--- config.mk ---
export PLATFORM = sky130hd
export DESIGN_NAME = apb_master_s05_bridge
export DESIGN_NICKNAME = d
export VERILOG_FILES = /design/src/rtl/apb_master_s05_bridge.sv
export SDC_FILE = /design/constraint.sdc
export NUM_CORES = 1
export LEC_CHECK = 0
export BUFFER_PORTS_ARGS = -buffer_cell sky130_fd_sc_hd__buf_2
export CORE_MARGIN = 1
export CORE_UTILIZATION = 61
export CTS_CLUSTER_DIAMETER = 30
export DETAILED_ROUTE_END_ITERATION = 10
export GPL_ROUTABILITY_DRIVEN = 0
export MAX_ROUTING_LAYER = met4
export PLACE_DENSITY = 0.81
export SYNTH_ARGS = -nofsm -noshare
export SYNTH_HDL_FRONTEND = slang
export SYNTH_SLANG_ARGS = --single-unit
--- constraint.sdc ---
create_clock -name pclk -period 8.45 [get_ports pclk]
set_input_delay 1.2675 -clock pclk [delete_from_list [all_inputs] [get_ports pclk]]
set_output_delay 1.2675 -clock pclk [all_outputs]
set_load 0.01 [all_outputs]
--- src/rtl/apb_master_s05_bridge.sv ---
// Command-FIFO fronted APB4 requester for slave port 05: one response per command, in order.
// Optional build macro APB_TIMEOUT_EN bounds the ACCESS phase to TIMEOUT_CYCLES cycles.
module apb_master_s05_bridge #(
  parameter int unsigned APB_ADDR_WIDTH   = 32,
  parameter int unsigned APB_DATA_WIDTH   = 32,
  parameter int unsigned APB_STROBE_WIDTH = 4,
  parameter int unsigned CMD_DEPTH        = 4,
  parameter int unsigned TIMEOUT_CYCLES   = 16
) (
  input  logic                        pclk,
  input  logic                        presetn,
  input  logic                        cmd_valid,
  output logic                        cmd_ready,
  input  logic                        cmd_write,
  input  logic [APB_ADDR_WIDTH-1:0]   cmd_addr,
  input  logic [APB_DATA_WIDTH-1:0]   cmd_wdata,
  input  logic [APB_STROBE_WIDTH-1:0] cmd_strb,
  output logic                        rsp_valid,
  input  logic                        rsp_ready,
  output logic [APB_DATA_WIDTH-1:0]   rsp_rdata,
  output logic                        rsp_err,
  output logic [APB_ADDR_WIDTH-1:0]   paddr_05,
  output logic [APB_DATA_WIDTH-1:0]   pwdata_05,
  output logic [APB_STROBE_WIDTH-1:0] pstrb_05,
  output logic                        pwrite_05,
  output logic                        psel_05,
  output logic                        penable_05,
  output logic [2:0]                  pprot_05,
  input  logic                        pready_05,
  input  logic                        pslverr_05,
  input  logic [APB_DATA_WIDTH-1:0]   prdata_05
);

  localparam int unsigned PTR_W = (CMD_DEPTH > 1) ? $clog2(CMD_DEPTH) : 1;
  localparam int unsigned CNT_W = PTR_W + 1;
  localparam int unsigned TMO_W = 8;

  // Elaboration-time parameter sanity checks
  if (CMD_DEPTH < 2 || (CMD_DEPTH & (CMD_DEPTH - 1)) != 0) begin : g_bad_depth
    $error("CMD_DEPTH must be a power of two and at least 2");
  end
  if (TIMEOUT_CYCLES < 1 || TIMEOUT_CYCLES > 255) begin : g_bad_timeout
    $error("TIMEOUT_CYCLES must be in 1..255");
  end
  if (APB_STROBE_WIDTH * 8 != APB_DATA_WIDTH) begin : g_bad_strb
    $error("APB_STROBE_WIDTH must equal APB_DATA_WIDTH/8");
  end

  typedef struct packed {
    logic                        write;
    logic [APB_ADDR_WIDTH-1:0]   addr;
    logic [APB_DATA_WIDTH-1:0]   wdata;
    logic [APB_STROBE_WIDTH-1:0] strb;
  } cmd_t;

  typedef enum logic [1:0] {IDLE, SETUP, ACCESS} state_t;

  state_t                      state_q, state_d;
  cmd_t                        mem [CMD_DEPTH];
  cmd_t                        head;
  logic [PTR_W-1:0]            wr_ptr, rd_ptr;
  logic [CNT_W-1:0]            count, count_d;
  logic                        push, pop;
  logic [APB_ADDR_WIDTH-1:0]   paddr_d;
  logic [APB_DATA_WIDTH-1:0]   pwdata_d, rsp_rdata_d;
  logic [APB_STROBE_WIDTH-1:0] pstrb_d;
  logic                        pwrite_d, psel_d, penable_d, rsp_valid_d, rsp_err_d;
`ifdef APB_TIMEOUT_EN
  logic [TMO_W-1:0]            tmo_q, tmo_d;
`endif

  assign pprot_05 = 3'b000;
  assign push     = cmd_valid && cmd_ready;
  assign head     = mem[rd_ptr];
  assign count_d  = count + CNT_W'(push) - CNT_W'(pop);

  // Command storage; contents need no reset since count gates every read
  always_ff @(posedge pclk) begin
    if (push) mem[wr_ptr] <= '{write: cmd_write, addr: cmd_addr, wdata: cmd_wdata, strb: cmd_strb};
  end

  always_ff @(posedge pclk or negedge presetn) begin
    if (!presetn) begin
      wr_ptr    <= '0;
      rd_ptr    <= '0;
      count     <= '0;
      cmd_ready <= 1'b1;
    end else begin
      if (push) wr_ptr <= wr_ptr + PTR_W'(1);
      if (pop)  rd_ptr <= rd_ptr + PTR_W'(1);
      count     <= count_d;
      cmd_ready <= (count_d != CNT_W'(CMD_DEPTH));
    end
  end

  always_ff @(posedge pclk or negedge presetn) begin
    if (!presetn) begin
      state_q    <= IDLE;
      paddr_05   <= '0;
      pwdata_05  <= '0;
      pstrb_05   <= '0;
      pwrite_05  <= 1'b0;
      psel_05    <= 1'b0;
      penable_05 <= 1'b0;
      rsp_valid  <= 1'b0;
      rsp_rdata  <= '0;
      rsp_err    <= 1'b0;
`ifdef APB_TIMEOUT_EN
      tmo_q      <= '0;
`endif
    end else begin
      state_q    <= state_d;
      paddr_05   <= paddr_d;
      pwdata_05  <= pwdata_d;
      pstrb_05   <= pstrb_d;
      pwrite_05  <= pwrite_d;
      psel_05    <= psel_d;
      penable_05 <= penable_d;
      rsp_valid  <= rsp_valid_d;
      rsp_rdata  <= rsp_rdata_d;
      rsp_err    <= rsp_err_d;
`ifdef APB_TIMEOUT_EN
      tmo_q      <= tmo_d;
`endif
    end
  end

  // Next state, FIFO pop and next values of the registered APB/response outputs
  always_comb begin
    state_d     = state_q;
    pop         = 1'b0;
    paddr_d     = paddr_05;
    pwdata_d    = pwdata_05;
    pstrb_d     = pstrb_05;
    pwrite_d    = pwrite_05;
    psel_d      = psel_05;
    penable_d   = penable_05;
    rsp_valid_d = rsp_valid;
    rsp_rdata_d = rsp_rdata;
    rsp_err_d   = rsp_err;
`ifdef APB_TIMEOUT_EN
    tmo_d       = '0;
`endif
    if (rsp_valid && rsp_ready) rsp_valid_d = 1'b0;
    case (state_q)
      IDLE: begin
        if (count != '0 && !rsp_valid) begin
          pop       = 1'b1;
          paddr_d   = head.addr;
          pwrite_d  = head.write;
          pwdata_d  = head.write ? head.wdata : '0;
          pstrb_d   = head.write ? head.strb : '0;
          psel_d    = 1'b1;
          penable_d = 1'b0;
          state_d   = SETUP;
        end
      end
      SETUP: begin
        penable_d = 1'b1;
        state_d   = ACCESS;
      end
      ACCESS: begin
        if (pready_05) begin
          rsp_valid_d = 1'b1;
          rsp_err_d   = pslverr_05;
          rsp_rdata_d = (pwrite_05 || pslverr_05) ? '0 : prdata_05;
          psel_d      = 1'b0;
          penable_d   = 1'b0;
          state_d     = IDLE;
        end
`ifdef APB_TIMEOUT_EN
        else if (tmo_q == TMO_W'(TIMEOUT_CYCLES - 1)) begin
          rsp_valid_d = 1'b1;
          rsp_err_d   = 1'b1;
          rsp_rdata_d = '0;
          psel_d      = 1'b0;
          penable_d   = 1'b0;
          state_d     = IDLE;
        end else begin
          tmo_d = tmo_q + TMO_W'(1);
        end
`endif
      end
      default: state_d = IDLE;
    endcase
  end

endmodule
* Yosys cells after proc, flatten, opt, wreduce, memory -nomap -nowiden *
Memory sizes are Yosys's and may differ from the RTL's.
Index checks and enable logic that the tools add are counted.

storage, ports and cells
  register bits after elaboration = 115
  bits in writable memories = 276
  input port bits = 107
  output and inout bits = 109
  memories = 1

cells by class
  $add $sub $neg = 4
  eq/ne operators = 5
  multiplexer cells = 18
  reduce and logical (&&, ||, !) cells = 14

memories
  name  words  bits a word  read ports  clocked after Yosys merged registers in  write ports  RTL line  source
  mem   4      69           1           0                                        1            59        cmd_t mem [CMD_DEPTH];

operator list
  operator             number
  $mux 32              2
  $mux 1               10
  $pmux 2 s3           1
  $reduce_and 2->1     3
  $reduce_and 3->1     2
  $reduce_bool 3->1    2
  $add 2x1->2 const B  2
  $mux 2               2
  $mux 4               1
  $ne 2x2->1 const B   2
  $add 3x1->3          1
  $logic_and 1x1->1    3
  $ne 3x3->1 const B   1
  $pmux 1 s3           1
  $sub 3x1->3          1
  $eq 2x1->1 const B   1
  $eq 2x2->1 const B   1
  $logic_not 2->1      1
  $pmux 1 s2           1
  $reduce_bool 2->1    1
  $logic_not 1->1      1
  $logic_or 1x1->1     1

* Logic depth before layout (Yosys ltp) *
  depth in word-level cells = 6
  depth in mapped cells = 11
  gate-level depth less buffers = 9

* Least setup slack after synthesis *
No wires, ideal clock.

  kind = input to register
  from = in cmd_valid
  to = mem mem[0][0] in the netlist's numbering, enable pin
  arrival time = 2.939 ns
  slack = 5.077 ns
  stages on the path = 1
  path through = and3_1

between the ends
  word-level cells in the longest chain between the ends = 3

ends and longest elaborated chain
  item                          RTL line  source
  start: declaration            12        input logic cmd_valid,
  $logic_and 1x1->1             73        assign push = cmd_valid && cmd_ready;
  $mux 1                        79        if (push) mem[wr_ptr] <= '{write: cmd_write, addr: cmd_addr, wdata: cmd_wdata, strb: cmd_strb};
  $mux 1 (not written as such)  79
  end: declaration              59

Every way passes these cells.

* Final worst setup path *
  from = reg rd_ptr[0]
  to = reg pwrite_05

between the ends
  word-level cells in the longest chain between the ends = 1

ends and longest elaborated chain
  item                      RTL line  source
  start: declaration        61        logic [PTR_W-1:0] wr_ptr, rd_ptr;
  start signal: assignment  90        if (pop) rd_ptr <= rd_ptr + PTR_W'(1);
  $mem_v2 4x69              --
  end signal: assignment    116       pwrite_05 <= pwrite_d;
  end: declaration          25        output logic pwrite_05,

Every way passes these cells.
A chain may end at the register's enable or synchronous reset.

==> summary by stage <==
Synthesis
Dividing the synthesized area by the synthesized cell count gives 18.9 sq um. The number of standard cells after synthesis is 780. Sequential elements use 75.9% of the synthesized area. Synthesis instantiated 28 different standard cells from the library. sky130_fd_sc_hd__edfxtp_1 takes more of the synthesized area than any other cell. The synthesized design contains 276 enable-type register cells. The area of the mapped netlist is 14,700 sq um. Counting instances in the post-synthesis netlist gives the leading cell types as sky130_fd_sc_hd__edfxtp_1 (276), sky130_fd_sc_hd__dfrtp_1 (114), sky130_fd_sc_hd__nand2_1 (102), sky130_fd_sc_hd__mux4_2 (69), sky130_fd_sc_hd__inv_1 (42). In the post-synthesis netlist, the cell with the most instances is sky130_fd_sc_hd__edfxtp_1.

Synthesis inferred 391 register bits. The synthesized design devotes to its leading area cell type 56.3% of total area. By area the synthesized netlist is led by sky130_fd_sc_hd__edfxtp_1 (56%), sky130_fd_sc_hd__dfrtp_1 (19%), sky130_fd_sc_hd__mux4_2 (11%). The warning count from the yosys run is 0. The share of synthesized registers carrying an async set or reset is 29.4%. Among all flip-flop cells after synthesis, the most frequent one is sky130_fd_sc_hd__edfxtp_1.

Route
The initial DRC count is 558. The sum of routed wire length over all layers is 29.7 mm. Dividing the detail-routed via count by the number of cells gives 5.54. The post-detailed-route wirelength per cell is 21.3 um. Before antenna repair, the detailed router went through 4 iterations. The count of nets left with antenna violations once routing finished came out at 0. The DRC violation count after routing is 0. The routed layout has 7,723 vias.

Placed design
The half-perimeter wire length after detailed placement is 15.4 mm. Before CTS, the worst setup slack after placement is 5.32 ns. The instance area at placement is 16,000 sq um.

Buffers placed on the I/O ports in this run total 212.

Layout
The area growth from synthesis to layout is 23.1%. The post-route netlist has 40.7% of its cells at a drive strength greater than 1. In the final design database the tool counted 1,133 nets.

The post-route cell area is 18,100 sq um.

Power
The leakage component of the power is 0.00716 uW. VDD sags by at most 0.284 mV. The completed layout was analyzed and its total power is 7150 uW. Dividing total power by cell area gives a power density of 395 nW/um^2.

Setup path
On the worst path, the slowest cell contributes a delay of 0.96 ns. STA classifies the critical path endpoint as a register. The startpoint identified for the worst register-to-register timing path is rd_ptr[0]. The startpoint kind of the worst setup timing path is a register. The number of buffers and inverters on the critical path is 1. The slowest stage of the critical path belongs to the cell sky130_fd_sc_hd__mux4_2. The worst setup path is of the reg2reg kind.

The category of cells accounting for the largest share of critical-path delay is multiplexers. Data arrives at the worst endpoint at 3.49 ns. The largest fanout of any net on the critical path is 51.

At the worst endpoint, the required time is 8.89 ns. The timing startpoint of the critical path is rd_ptr[0]. The signal on the critical path passes through buf_4, mux4_2, mux2_4.

CTS
In this run, post-CTS repair resized a total of 0 instances. The clock tree synthesis step divided the H-tree into 2 levels. The maximum number of buffers from clock root to sink is 3. The tree is rooted in a sky130_fd_sc_hd__clkbuf_16. Clock-pin slew was measured on the worst setup and hold paths at 0.05 ns.

The number of buffers inserted to repair setup after CTS is 0. Clock tree synthesis inserted a total of 59 buffers. The count of hold buffers inserted by post-cts repair is 0.

The number of sinks driven by the clock tree is 391. The clock tree from TritonCTS is yes. At the later pin of the worst-skew pair, clock insertion delay measures 0.56 ns.

STA
Setup total negative slack on the finished layout was measured at 0 ns. The final count of hold timing violations is 0. The worst-margin pin slew is 1.21 ns. The number of endpoints failing setup at the final stage is 0. Setup repair after global routing left no endpoint under its margin. The clock period could shrink to 3.05 ns. The highest clock rate is 0.328 GHz. Measured against its own limit, the worst slew margin works out to 19.0%.

Between clock sinks in the finished design, the worst skew comes to 0.0147 ns. The worst path uses 36.1% of the clock period. In the post-route analysis, the smallest setup slack over all paths is 5.40 ns. The final number of max-transition violations is 0.

Run
The number of maximum-capacitance constraint violations is 0.

Floorplan
Once the floorplan was initialized, standard cells occupied 62.5% of the core. The number of top-level pins is 216. The die width is 157 um. The placeable core region is 23,500 sq um. The height of the chip is 157 um. The die covers 24,700 sq um. Row generation in the floorplan step produced 56 rows.

Global routing
Global routing used 25.2% of the available tracks across all layers. The final global-route overflow total is 0. The via count of the first global-routing pass is 8,127. The global-route wire length before repair is 44.3 mm.

The initial antenna violation count is 5. The maximum number of pins on one net before global-route repair is 70.

Worst hold path
The path class of the tightest hold or removal check is reg2reg. The hold path startpoint is psel_05.

Run status
The run finished with clean final reports.
==> layout by cell type (no fill, tap or decap), types with 2 or more instances in the layout <==
cell type                      n
sky130_fd_sc_hd__edfxtp_1    276
sky130_fd_sc_hd__buf_2       211
sky130_fd_sc_hd__dfrtp_1     112
sky130_fd_sc_hd__nand2_1     102
sky130_fd_sc_hd__mux4_2       69
sky130_fd_sc_hd__clkbuf_16    61
sky130_fd_sc_hd__inv_1        42
sky130_fd_sc_hd__mux2i_1      36
sky130_fd_sc_hd__o21ai_0      34
sky130_fd_sc_hd__mux2_2       34
sky130_fd_sc_hd__clkinv_2     12
sky130_fd_sc_hd__bufinv_16    10
sky130_fd_sc_hd__diode_2       6
sky130_fd_sc_hd__ha_1          6
sky130_fd_sc_hd__inv_6         6
sky130_fd_sc_hd__clkbuf_1      6
sky130_fd_sc_hd__buf_4         6
sky130_fd_sc_hd__clkinv_4      5
sky130_fd_sc_hd__and3_4        4
sky130_fd_sc_hd__clkinvlp_4    4
sky130_fd_sc_hd__clkbuf_8      4
sky130_fd_sc_hd__xnor2_1       3
sky130_fd_sc_hd__conb_1        3
sky130_fd_sc_hd__nor3_1        2
sky130_fd_sc_hd__nor2_1        2
sky130_fd_sc_hd__xor2_1        2
sky130_fd_sc_hd__nor2b_1       2
sky130_fd_sc_hd__inv_8         2
sky130_fd_sc_hd__dfrtp_4       2
==> where the power goes <==
group | internal, uW | switching [uW]
Combinational | 847 | 961
Clock | 1670 | 874
Sequential | 2580 | 226
Total | 5090 | 2060
==> sequential cells by signal, summed over array words and instances, names as in the netlist, 3 cells and up <==
signal and flops:
count 3, mem 276, paddr_05 32, pstrb_05 4, pwdata_05 32, rsp_rdata 32
==> layer usage <==
metal	global-route usage, %	routed length, um
met1	31.3	11700
met2	41.4	15400
met3	4.96	1810
met4	9.89	846
met5	-	0
==> worst reg2reg max path, cell delays in order, from the launching register on <==
cell,delay [ns]
sky130_fd_sc_hd__dfrtp_4,0.69
sky130_fd_sc_hd__buf_4,0.87
sky130_fd_sc_hd__mux4_2,0.98
sky130_fd_sc_hd__mux2_4,0.40
==> cells by family after synthesis <==
kind of cell / after synthesis / share of synthesized area, %
AO/OA/AOI/OAI: 35 / 1.21
XOR/XNOR: 5 / 0.298
adder cells (fa/ha/maj): 7 / 0.646
buffers and inverters: 83 / 2.97
flip-flops: 391 / 75.9
multiplexers: 140 / 15.7
other: 1 / 0.0255
AND/OR/NAND/NOR: 118 / 3.25
==> through the flow <==
stage | hold slack (ns) | std cells | utilization, %
floorplan | 0.498 | 782 | -
global placement | 0.458 | 1277 | 67.9
detailed placement | 0.462 | 1277 | 67.9
CTS | 0.472 | 1388 | 76.9
global route | 0.491 | 1393 | 76.9
finish | 0.472 | 1394 | 76.9
==> cell type report <==
type | count | area [sq um]
Tap cell | 319 | 399
Multi-Input combinational cell | 308 | 3150
Fill cell | 1317 | 5430
Antenna cell | 6 | 15.0
Inverter | 42 | 158
Sequential cell | 391 | 11200
Clock inverter | 40 | 513
Clock buffer | 71 | 1600
Timing Repair Buffer | 217 | 1100
==> final timing paths <==
check	endpoint	slack, ns	cells after the start
min in group asynchronous	pwdata_05[24]	0.77	1
worst min register to register	psel_05	0.47	1
worst min-delay path	psel_05	0.47	1
worst max register to register	pwrite_05	5.40	3
worst max-delay path	pwrite_05	5.40	3
max in group asynchronous	rd_ptr[1]	6.30	2
Note: power is estimated with default switching activity, not from simulation.
